==> src/rtl/vga_box_fill.sv <==
// rtl/vga_box_fill.sv - filled-rectangle pixel sequencer for vga_adapter (160x120, 3-bit colour)
// Optional full-screen clear command enabled by defining VGA_BOX_CLEAR_EN.
module vga_box_fill #(
    parameter int X_W      = 8,
    parameter int Y_W      = 7,
    parameter int COLOUR_W = 3,
    parameter int SCREEN_W = 160,
    parameter int SCREEN_H = 120
) (
    input  logic                clock,
    input  logic                resetn,
    input  logic                start,
    input  logic [X_W-1:0]      x0,
    input  logic [Y_W-1:0]      y0,
    input  logic [X_W-1:0]      width,
    input  logic [Y_W-1:0]      height,
    input  logic [COLOUR_W-1:0] colour_in,
`ifdef VGA_BOX_CLEAR_EN
    input  logic                clear,
`endif
    output logic                busy,
    output logic                done,
    output logic [X_W-1:0]      x,
    output logic [Y_W-1:0]      y,
    output logic [COLOUR_W-1:0] colour,
    output logic                plot
);

    typedef enum logic [1:0] {
        S_IDLE,
        S_DRAW,
        S_DONE
    } state_t;

    localparam logic [X_W:0] SCR_W = (X_W+1)'(SCREEN_W);
    localparam logic [Y_W:0] SCR_H = (Y_W+1)'(SCREEN_H);

    state_t state, state_nx;

    logic [X_W-1:0]      bx, bw, cx, cx_nx, eff_x0, eff_w;
    logic [Y_W-1:0]      by, bh, cy, cy_nx, eff_y0, eff_h;
    logic [COLOUR_W-1:0] bcol, pix_col;
    logic                zero_size, row_end, last_px, px_vis;
    logic [X_W:0]        px_sum;
    logic [Y_W:0]        py_sum;

`ifdef VGA_BOX_CLEAR_EN
    always_comb begin
        eff_x0 = clear ? '0 : x0;
        eff_y0 = clear ? '0 : y0;
        eff_w  = clear ? X_W'(SCREEN_W) : width;
        eff_h  = clear ? Y_W'(SCREEN_H) : height;
    end
`else
    always_comb begin
        eff_x0 = x0;
        eff_y0 = y0;
        eff_w  = width;
        eff_h  = height;
    end
`endif

    assign zero_size = (eff_w == '0) || (eff_h == '0);

    // cx/cy index the pixel currently on the outputs; cx_nx/cy_nx is the one to emit next.
    assign row_end = (cx == bw - X_W'(1));
    assign last_px = row_end && (cy == bh - Y_W'(1));
    assign cx_nx   = row_end ? '0 : cx + X_W'(1);
    assign cy_nx   = row_end ? cy + Y_W'(1) : cy;

    // The accepting edge already registers pixel 0, taken straight from the inputs.
    always_comb begin
        px_sum  = '0;
        py_sum  = '0;
        pix_col = bcol;
        if (state == S_IDLE) begin
            px_sum  = {1'b0, eff_x0};
            py_sum  = {1'b0, eff_y0};
            pix_col = colour_in;
        end else begin
            px_sum  = {1'b0, bx} + {1'b0, cx_nx};
            py_sum  = {1'b0, by} + {1'b0, cy_nx};
        end
    end

    assign px_vis = (px_sum < SCR_W) && (py_sum < SCR_H);

    always_ff @(posedge clock or negedge resetn) begin
        if (!resetn) begin
            state <= S_IDLE;
        end else begin
            state <= state_nx;
        end
    end

    always_comb begin
        state_nx = state;
        case (state)
            S_IDLE: begin
                if (start) begin
                    state_nx = zero_size ? S_DONE : S_DRAW;
                end
            end
            S_DRAW: begin
                if (last_px) begin
                    state_nx = S_DONE;
                end
            end
            S_DONE:  state_nx = S_IDLE;
            default: state_nx = S_IDLE;
        endcase
    end

    always_ff @(posedge clock or negedge resetn) begin
        if (!resetn) begin
            bx     <= '0;
            by     <= '0;
            bw     <= '0;
            bh     <= '0;
            bcol   <= '0;
            cx     <= '0;
            cy     <= '0;
            busy   <= 1'b0;
            done   <= 1'b0;
            plot   <= 1'b0;
            x      <= '0;
            y      <= '0;
            colour <= '0;
        end else begin
            case (state)
                S_IDLE: begin
                    if (start) begin
                        bx   <= eff_x0;
                        by   <= eff_y0;
                        bw   <= eff_w;
                        bh   <= eff_h;
                        bcol <= colour_in;
                        cx   <= '0;
                        cy   <= '0;
                        if (zero_size) begin
                            done <= 1'b1;
                        end else begin
                            busy <= 1'b1;
                            plot <= px_vis;
                            if (px_vis) begin
                                x      <= px_sum[X_W-1:0];
                                y      <= py_sum[Y_W-1:0];
                                colour <= pix_col;
                            end
                        end
                    end
                end
                S_DRAW: begin
                    if (last_px) begin
                        busy <= 1'b0;
                        plot <= 1'b0;
                        done <= 1'b1;
                    end else begin
                        cx   <= cx_nx;
                        cy   <= cy_nx;
                        plot <= px_vis;
                        // Clipped pixels still consume a cycle; x/y/colour hold.
                        if (px_vis) begin
                            x      <= px_sum[X_W-1:0];
                            y      <= py_sum[Y_W-1:0];
                            colour <= pix_col;
                        end
                    end
                end
                S_DONE: begin
                    done <= 1'b0;
                end
                default: begin
                    busy <= 1'b0;
                    done <= 1'b0;
                    plot <= 1'b0;
                end
            endcase
        end
    end

endmodule

==> config.mk <==
export PLATFORM = sky130hd
export DESIGN_NAME = vga_box_fill
export DESIGN_NICKNAME = d
export VERILOG_FILES = /design/src/rtl/vga_box_fill.sv
export SDC_FILE = /design/constraint.sdc
export NUM_CORES = 1
export LEC_CHECK = 0
export CAP_MARGIN = 25
export CORE_ASPECT_RATIO = 0.8
export CORE_UTILIZATION = 35
export DETAILED_ROUTE_END_ITERATION = 8
export PLACE_DENSITY_LB_ADDON = 0.08
export SLEW_MARGIN = 20
export SYNTH_ARGS = -nofsm -noshare
export SYNTH_HDL_FRONTEND = slang
export SYNTH_SLANG_ARGS = --single-unit
export TNS_END_PERCENT = 10
==> constraint.sdc <==
create_clock -name clock -period 5.33 [get_ports clock]
set_input_delay 1.599 -clock clock [delete_from_list [all_inputs] [get_ports clock]]
set_output_delay 1.599 -clock clock [all_outputs]
set_load 0.05 [all_outputs]
==> results of run 1 <==
layout by cell type, fill, tap and decap left out, types with 4 or more instances in the layout:
cell,instances
o2bb2ai_1,5
a211oi_1,7
mux2_2,48
clkbuf_16,9
mux2_1,6
xor2_1,6
nand3_1,5
xnor2_1,23
nand4_1,4
and3_1,4
buf_4,6
clkdlybuf4s50_1,55
nor2_1,22
nor3_1,9
a21o_1,7
or2_2,5
nand2_1,23
a31oi_1,5
dfrtp_1,71
nor2b_1,4
o21a_1,4
o31ai_1,4
nor4_1,4
or3_1,9
o21ai_0,19
inv_1,15
a21oi_1,15
ha_1,19
worst max path at each step:
stage          start   end  slack (ps)  cells after the start
6_report       bw[0]  x[3]         620                     15
5_1_grt        bw[0]  x[3]         220                     15
4_1_cts        bw[0]  x[3]         620                     15
2_1_floorplan  bw[0]  x[1]         610                     16
3_3_place_gp   bw[0]  x[2]         720                     15
3_5_place_dp   bw[0]  x[3]         630                     15
flip-flops by register name (all words and copies together) (netlist names):
register	flops
y	7
plot	1
cx	8
bx	8
bh	7
bcol	3
bw	8
x	8
colour	3
state	2
by	7
busy	1
done	1
cy	7
cell usage after synthesis, types with 3 or more instances:
master	number	area, sq um
dfrtp_1	71	1780
mux2_2	48	541
nand2_1	23	86.3
nor2_1	23	86.3
xnor2_1	23	201
ha_1	19	238
o21ai_0	19	95.1
a21oi_1	15	75.1
inv_1	15	56.3
clkbuf_1	14	52.6
nor3_1	9	45.0
or3_1	9	56.3
a211oi_1	7	52.6
a21o_1	7	52.6
mux2_1	6	67.6
xor2_1	6	52.6
a31oi_1	5	31.3
nand3_1	5	25.0
o2bb2ai_1	5	43.8
or2_2	5	31.3
and3_1	4	25.0
nand4_1	4	25.0
nor2b_1	4	25.0
nor4_1	4	25.0
o21a_1	4	30.0
o31ai_1	4	30.0
a2bb2oi_1	3	26.3
mux2i_1	3	30.0
or4_1	3	22.5
worst reg2reg max path: stages, from the launching register on:
cell and delay, ps:
dfrtp_1 420, or4_4 550, nor4_1 350, a211oi_2 70
a21oi_1 160, buf_4 250, mux2_2 400, fa_1 430
a21o_1 190, a31o_2 250, a2111oi_0 390, nor3_1 130
a211oi_1 410, a211oi_4 40, buf_4 230, mux2_1 340
report_power, final:
part | switching [mW] | total, mW | leakage (nW) | internal [mW]
combinational | 1.43 | 2.74 | 1.29 | 1.31
clock | 0.236 | 0.593 | 0.133 | 0.358
sequential | 0.246 | 1.07 | 0.847 | 0.821
per-stage QoR:
stage / util (%) / instances / total power [mW] / hold WS, ps
final: 44.5 / 651 / 4.40 / 494
after global routing: 44.5 / 651 / 4.78 / 516
after CTS: 44.3 / 650 / 4.46 / 498
after detailed placement: 42.0 / 635 / 3.83 / 475
after global placement: 42.0 / 635 / 3.81 / 479
after floorplan: - / 422 / 3.18 / 475
final cells by class:
cell class	instances	area (sq um)	share of cell area, %
Clock buffer	9	225	4.13
Clock inverter	6	62.6	1.15
Inverter	15	56.3	1.03
Multi-Input combinational cell	317	2500	45.9
Sequential cell	71	1780	32.6
Tap cell	171	214	3.92
Timing Repair Buffer	62	616	11.3
cell families (layout without fill, tap and decap cells):
| group | Yosys count | in the layout | share of synthesized area [%] |
|---|---|---|---|
| and+or+nand+nor | 106 | 106 | 12.6 |
| AOI/OAI and AO/OA | 103 | 103 | 17.0 |
| DFF | 71 | 71 | 40.2 |
| muxes | 57 | 57 | 14.5 |
| buffers and inverters | 34 | 92 | 3.12 |
| xor gates and xnor gates | 30 | 30 | 6.26 |
| adders and majority gates | 21 | 21 | 6.29 |
routing by layer:
layer	wire, microns	vias to the layer above	GRT usage [%]
met4	86	0	4.67
met1	5790	1629	26.1
met3	428	8	4.08
li1	-	1677	-
met2	4380	62	25.7
met5	0	-	0
==> results.yml, run 1 <==
timing:
  hold_viol: 0
  fin_tns_setup_ps: 0
  tightest_slew_ps: 654
  fin_crit_ps: 4710
  setup_slack_ps: 620
  rsz0062_at_grt: "no"
  fin_crit_sh_pct: 88.4
  drv_slew: 0
  skew_ps: 7.08
  slew_headroom_pct: 56.2
  setup_viol: 0
  fmax_mhz: 212
synthesis:
  ys.flop_type: "dfrtp_1"
  synth_edf_count: 0
  syn_area_sq_mm: 0.00441
  synthArstFlopShare_pct: 100
  yosysUniqueCellTypes: 69
  ys_warn_count: 0
  synth-seq-cells: 71
  seq_area_frac_synth_pct: 40.2
  mappedNetlistNets: 479
  synthesis.instances: 422
  synth.avg_cell_area_sq_um: 10.5
setup_path:
  worstSetupEndpointType: "flop"
  reg2reg_from: "bw[0]"
  cp.arrival_ps: 4930
  cp_slowest_stage_delay_ps: 550
  cp_num_buf_inv: 2
  worstReg2RegEnd: "x[3]"
  crit_chain: "or4_4, nor4_1, a211oi_2, a21oi_1, buf_4, mux2_2, fa_1, a21o_1, a31o_2, a2111oi_0, nor3_1, a211oi_1, a211oi_4, buf_4, mux2_1"
  crit_slowest_cell: "or4_4"
  critPathTopFamily: "compound AO/OA/AOI/OAI gates"
  crit_type: "flop to flop"
  crit_fanout: 20
  start_kind: "flop"
  cp_data_required_time_ps: 5550
  r2r_cells: 15
  r2r_setup_slack_ps: 620
  crit_top_cell: "buf_4"
finish:
  antenna_cells: 0
  syn_to_final_growth_pct: 23.5
  fin_area_sq_mm: 0.00545
  nNetsFinal: 533
  final_layout_size_suffix_gt1_share_pct: 17.5
  num-fill-cells: 1205
run_status:
  status: "finished, final reports clean"
floorplanning:
  start_util_pct: 36.0
  dieArea_sq_mm: 0.0131
  coreArea_sq_mm: 0.0123
  num_rows: 36
  die_w_microns: 128
  ioPinCount: 57
  die_y_microns: 102
hold_path:
  hp-start: "x[2]"
  hold_depth: 1
  whs_endpoint: "x[2]"
  hp-class: "flop to flop"
routing:
  routed_wl_mm: 10.7
  first_iter_violations: 134
  remaining_drc_errors: 0
  via_per_inst: 5.19
  drtPass1Iterations: 4
  wire_per_inst_microns: 16.4
  vias: 3376
  ant_nets: 0
job:
  max-cap-violations: 0
placed_design:
  io_buffers: 56
  pre_cts_ws_ps: 629
  place_area_sq_mm: 0.00514
  gp_congestion: 0.828
  dpl.hpwl_mm: 7.70
clocking:
  clock_latency_ps: 330
  clkSlewWorstSetupHoldPaths_ps: 60
  holdBufCountCts: 0
  htreeDepth: 3
  clk_path_buf_depth: 2
  numClockSinks: 71
  cts_tree: "built"
  postCtsSetupBuffers: 0
  cts_buffers: 9
  cts-root-buf: "clkbuf_16"
  cts_resized: 0
grt:
  grt_usage_pct: 17.7
  grt_pass1_vias: 3426
  antenna_found_initial: 0
  grt_start_max_net_pins: 72
  grt_pass1_wl_mm: 17.7
  gr-total-overflow: 0
power:
  leakage_nw: 2.27
  cellPowerDensity_mw_per_mm2: 808
  irDropWorstVdd_mv: 0.416
No activity file was read; power rests on OpenSTA's default activity.
==> run 2: changes to the inputs <==
--- a/config.mk
+++ b/config.mk
@@ -9,7 +9,7 @@
 export CORE_ASPECT_RATIO = 0.8
 export CORE_UTILIZATION = 35
 export DETAILED_ROUTE_END_ITERATION = 8
-export PLACE_DENSITY_LB_ADDON = 0.08
+export PLACE_DENSITY = 0.54
 export SLEW_MARGIN = 20
 export SYNTH_ARGS = -nofsm -noshare
 export SYNTH_HDL_FRONTEND = slang
==> run 2 against run 1 <==
  * Routed wire length is 0.63% higher
  * Die area is the same
  * Hold slack worse by 5.8 ps
  * Final cell count is 0.15% lower
  * Critical path depth did not move
  * Clock skew shrank 1.5 ps
  * Non-clock buffer count did not move
  * Setup slack worse by 340 ps
  * Flip-flop and latch count unchanged
  * Register-to-register slack worse by 340 ps
==> results.yml, run 2 (synthesis gave the netlist of run 1 again) <==
routing:
  drtPass1Iterations: 4
  first_iter_violations: 128
  routed_wl_mm: 10.8
  wire_per_inst_microns: 16.5
  via_per_inst: 5.29
  vias: 3440
  remaining_drc_errors: 0
  ant_nets: 0
setup_path:
  cp.arrival_ps: 5270
  crit_type: "flop to flop"
  startpoint: "bw[0]"
  r2r_setup_slack_ps: 280
  worstSetupEndpointType: "flop"
  cp_data_required_time_ps: 5550
  crit_fanout: 20
  start_kind: "flop"
  reg2reg_from: "bw[0]"
timing:
  setup_slack_ps: 276
  fin_tns_setup_ps: 0
  whs_ps: 488
  slew_headroom_pct: 52.5
  fin_crit_ps: 5050
  fin_crit_sh_pct: 94.8
  tightest_slew_ps: 711
  rsz0062_at_grt: "no"
  hold_viol: 0
  fmax_mhz: 198
  skew_ps: 5.61
  setup_viol: 0
  drv_slew: 0
clocking:
  postCtsSetupBuffers: 0
  holdBufCountCts: 0
  cts_resized: 0
  numClockSinks: 71
  cts_tree: "built"
  clkSlewWorstSetupHoldPaths_ps: 60
  cts-root-buf: "clkbuf_16"
  cts_buffers: 9
  clock_latency_ps: 330
  clk_path_buf_depth: 2
  htreeDepth: 3
floorplanning:
  start_util_pct: 36.0
  num_rows: 36
  dieArea_sq_mm: 0.0131
  die_w_microns: 128
  die_y_microns: 102
  ioPinCount: 57
  coreArea_sq_mm: 0.0123
placed_design:
  dp.cells: 635
  pre_cts_ws_ps: 303
  gp_congestion: 0.850
  dpl.hpwl_mm: 7.73
  io_buffers: 56
finish:
  final_common_cell: "dfrtp_1"
  layout_common_cells: "dfrtp_1, clkdlybuf4s50_1, mux2_2"
  num-fill-cells: 1194
  nNetsFinal: 533
  final_layout_size_suffix_gt1_share_pct: 17.1
  antenna_cells: 0
  regArea_sq_mm: 0.00178
  final_cells: 650
  syn_to_final_growth_pct: 23.6
  multi_input_area_sq_mm: 0.00250
grt:
  grt_pass1_wl_mm: 18.0
  grt_pass1_vias: 3401
  antenna_found_initial: 0
  grt_usage_pct: 18.0
  gr-total-overflow: 0
  top_usage_layer: "met1"
  grt_start_max_net_pins: 72
  grt_use_met2_pct: 26.3
  met1_usage_pct: 26.9
  use_met3_pct: 3.93
job:
  max-cap-violations: 0
run_status:
  status: "finished, final reports clean"
hold_path:
  hp-class: "flop to flop"
  hp-start: "x[1]"
## run 2: cell count changes in the layout (fill, tap and decap cells not counted)
cell / previous run / this run
clkbuf_8: 0 / 4
clkinvlp_4: 3 / 0
clkinv_2: 2 / 0
buf_12: 1 / 0
buf_16: 0 / 1
bufinv_16: 1 / 0
clkbuf_1: 0 / 1
## run 2: layer usage
layer,vias to the layer above,wire [microns]
li1,1686,-
met1,1671,5780
met2,70,4430
met3,13,440
met4,0,109
met5,-,0
## run 2: metrics by stage
| stage | cell area (sq um) | util [%] |
|---|---|---|
| floorplan | 4410 | - |
| global placement | 5140 | 42.0 |
| detailed placement | 5140 | 42.0 |
| CTS | 5430 | 44.3 |
| global route | 5460 | 44.5 |
| finish | 5460 | 44.5 |
## run 2: cell type report
| class | count | share of cell area, % |
|---|---|---|
| clock buffer | 14 | 5.21 |
| inverter | 15 | 1.03 |
| multi-input combinational | 317 | 45.9 |
| sequential | 71 | 32.6 |
| tap | 171 | 3.92 |
| timing repair buffer | 62 | 11.4 |
## run 2: worst paths after layout
check | end | depth (start not counted)
worst min-delay path | x[1] | 1
worst min register to register | x[1] | 1
min in group asynchronous | bw[1] | 1
max in group asynchronous | y[4] | 2
worst max register to register | colour[1] | 15
worst max-delay path | colour[1] | 15
## run 2: worst max-delay path, stage by stage (launching register included)
cell and delay [ps]:
dfrtp_1 420, or4_4 550, nor4_1 360, a211oi_2 80
a21oi_1 160, buf_4 250, mux2_2 410, fa_1 450
a21o_1 200, a31o_2 260, and4_1 190, nor3_1 280
a211oi_1 150, a211oi_4 530, buf_4 290, mux2_2 350
Power of run 2 is left out: the tool's default activity adds up to more than one toggle a clock period on the data nets, which glitch-free logic cannot reach.
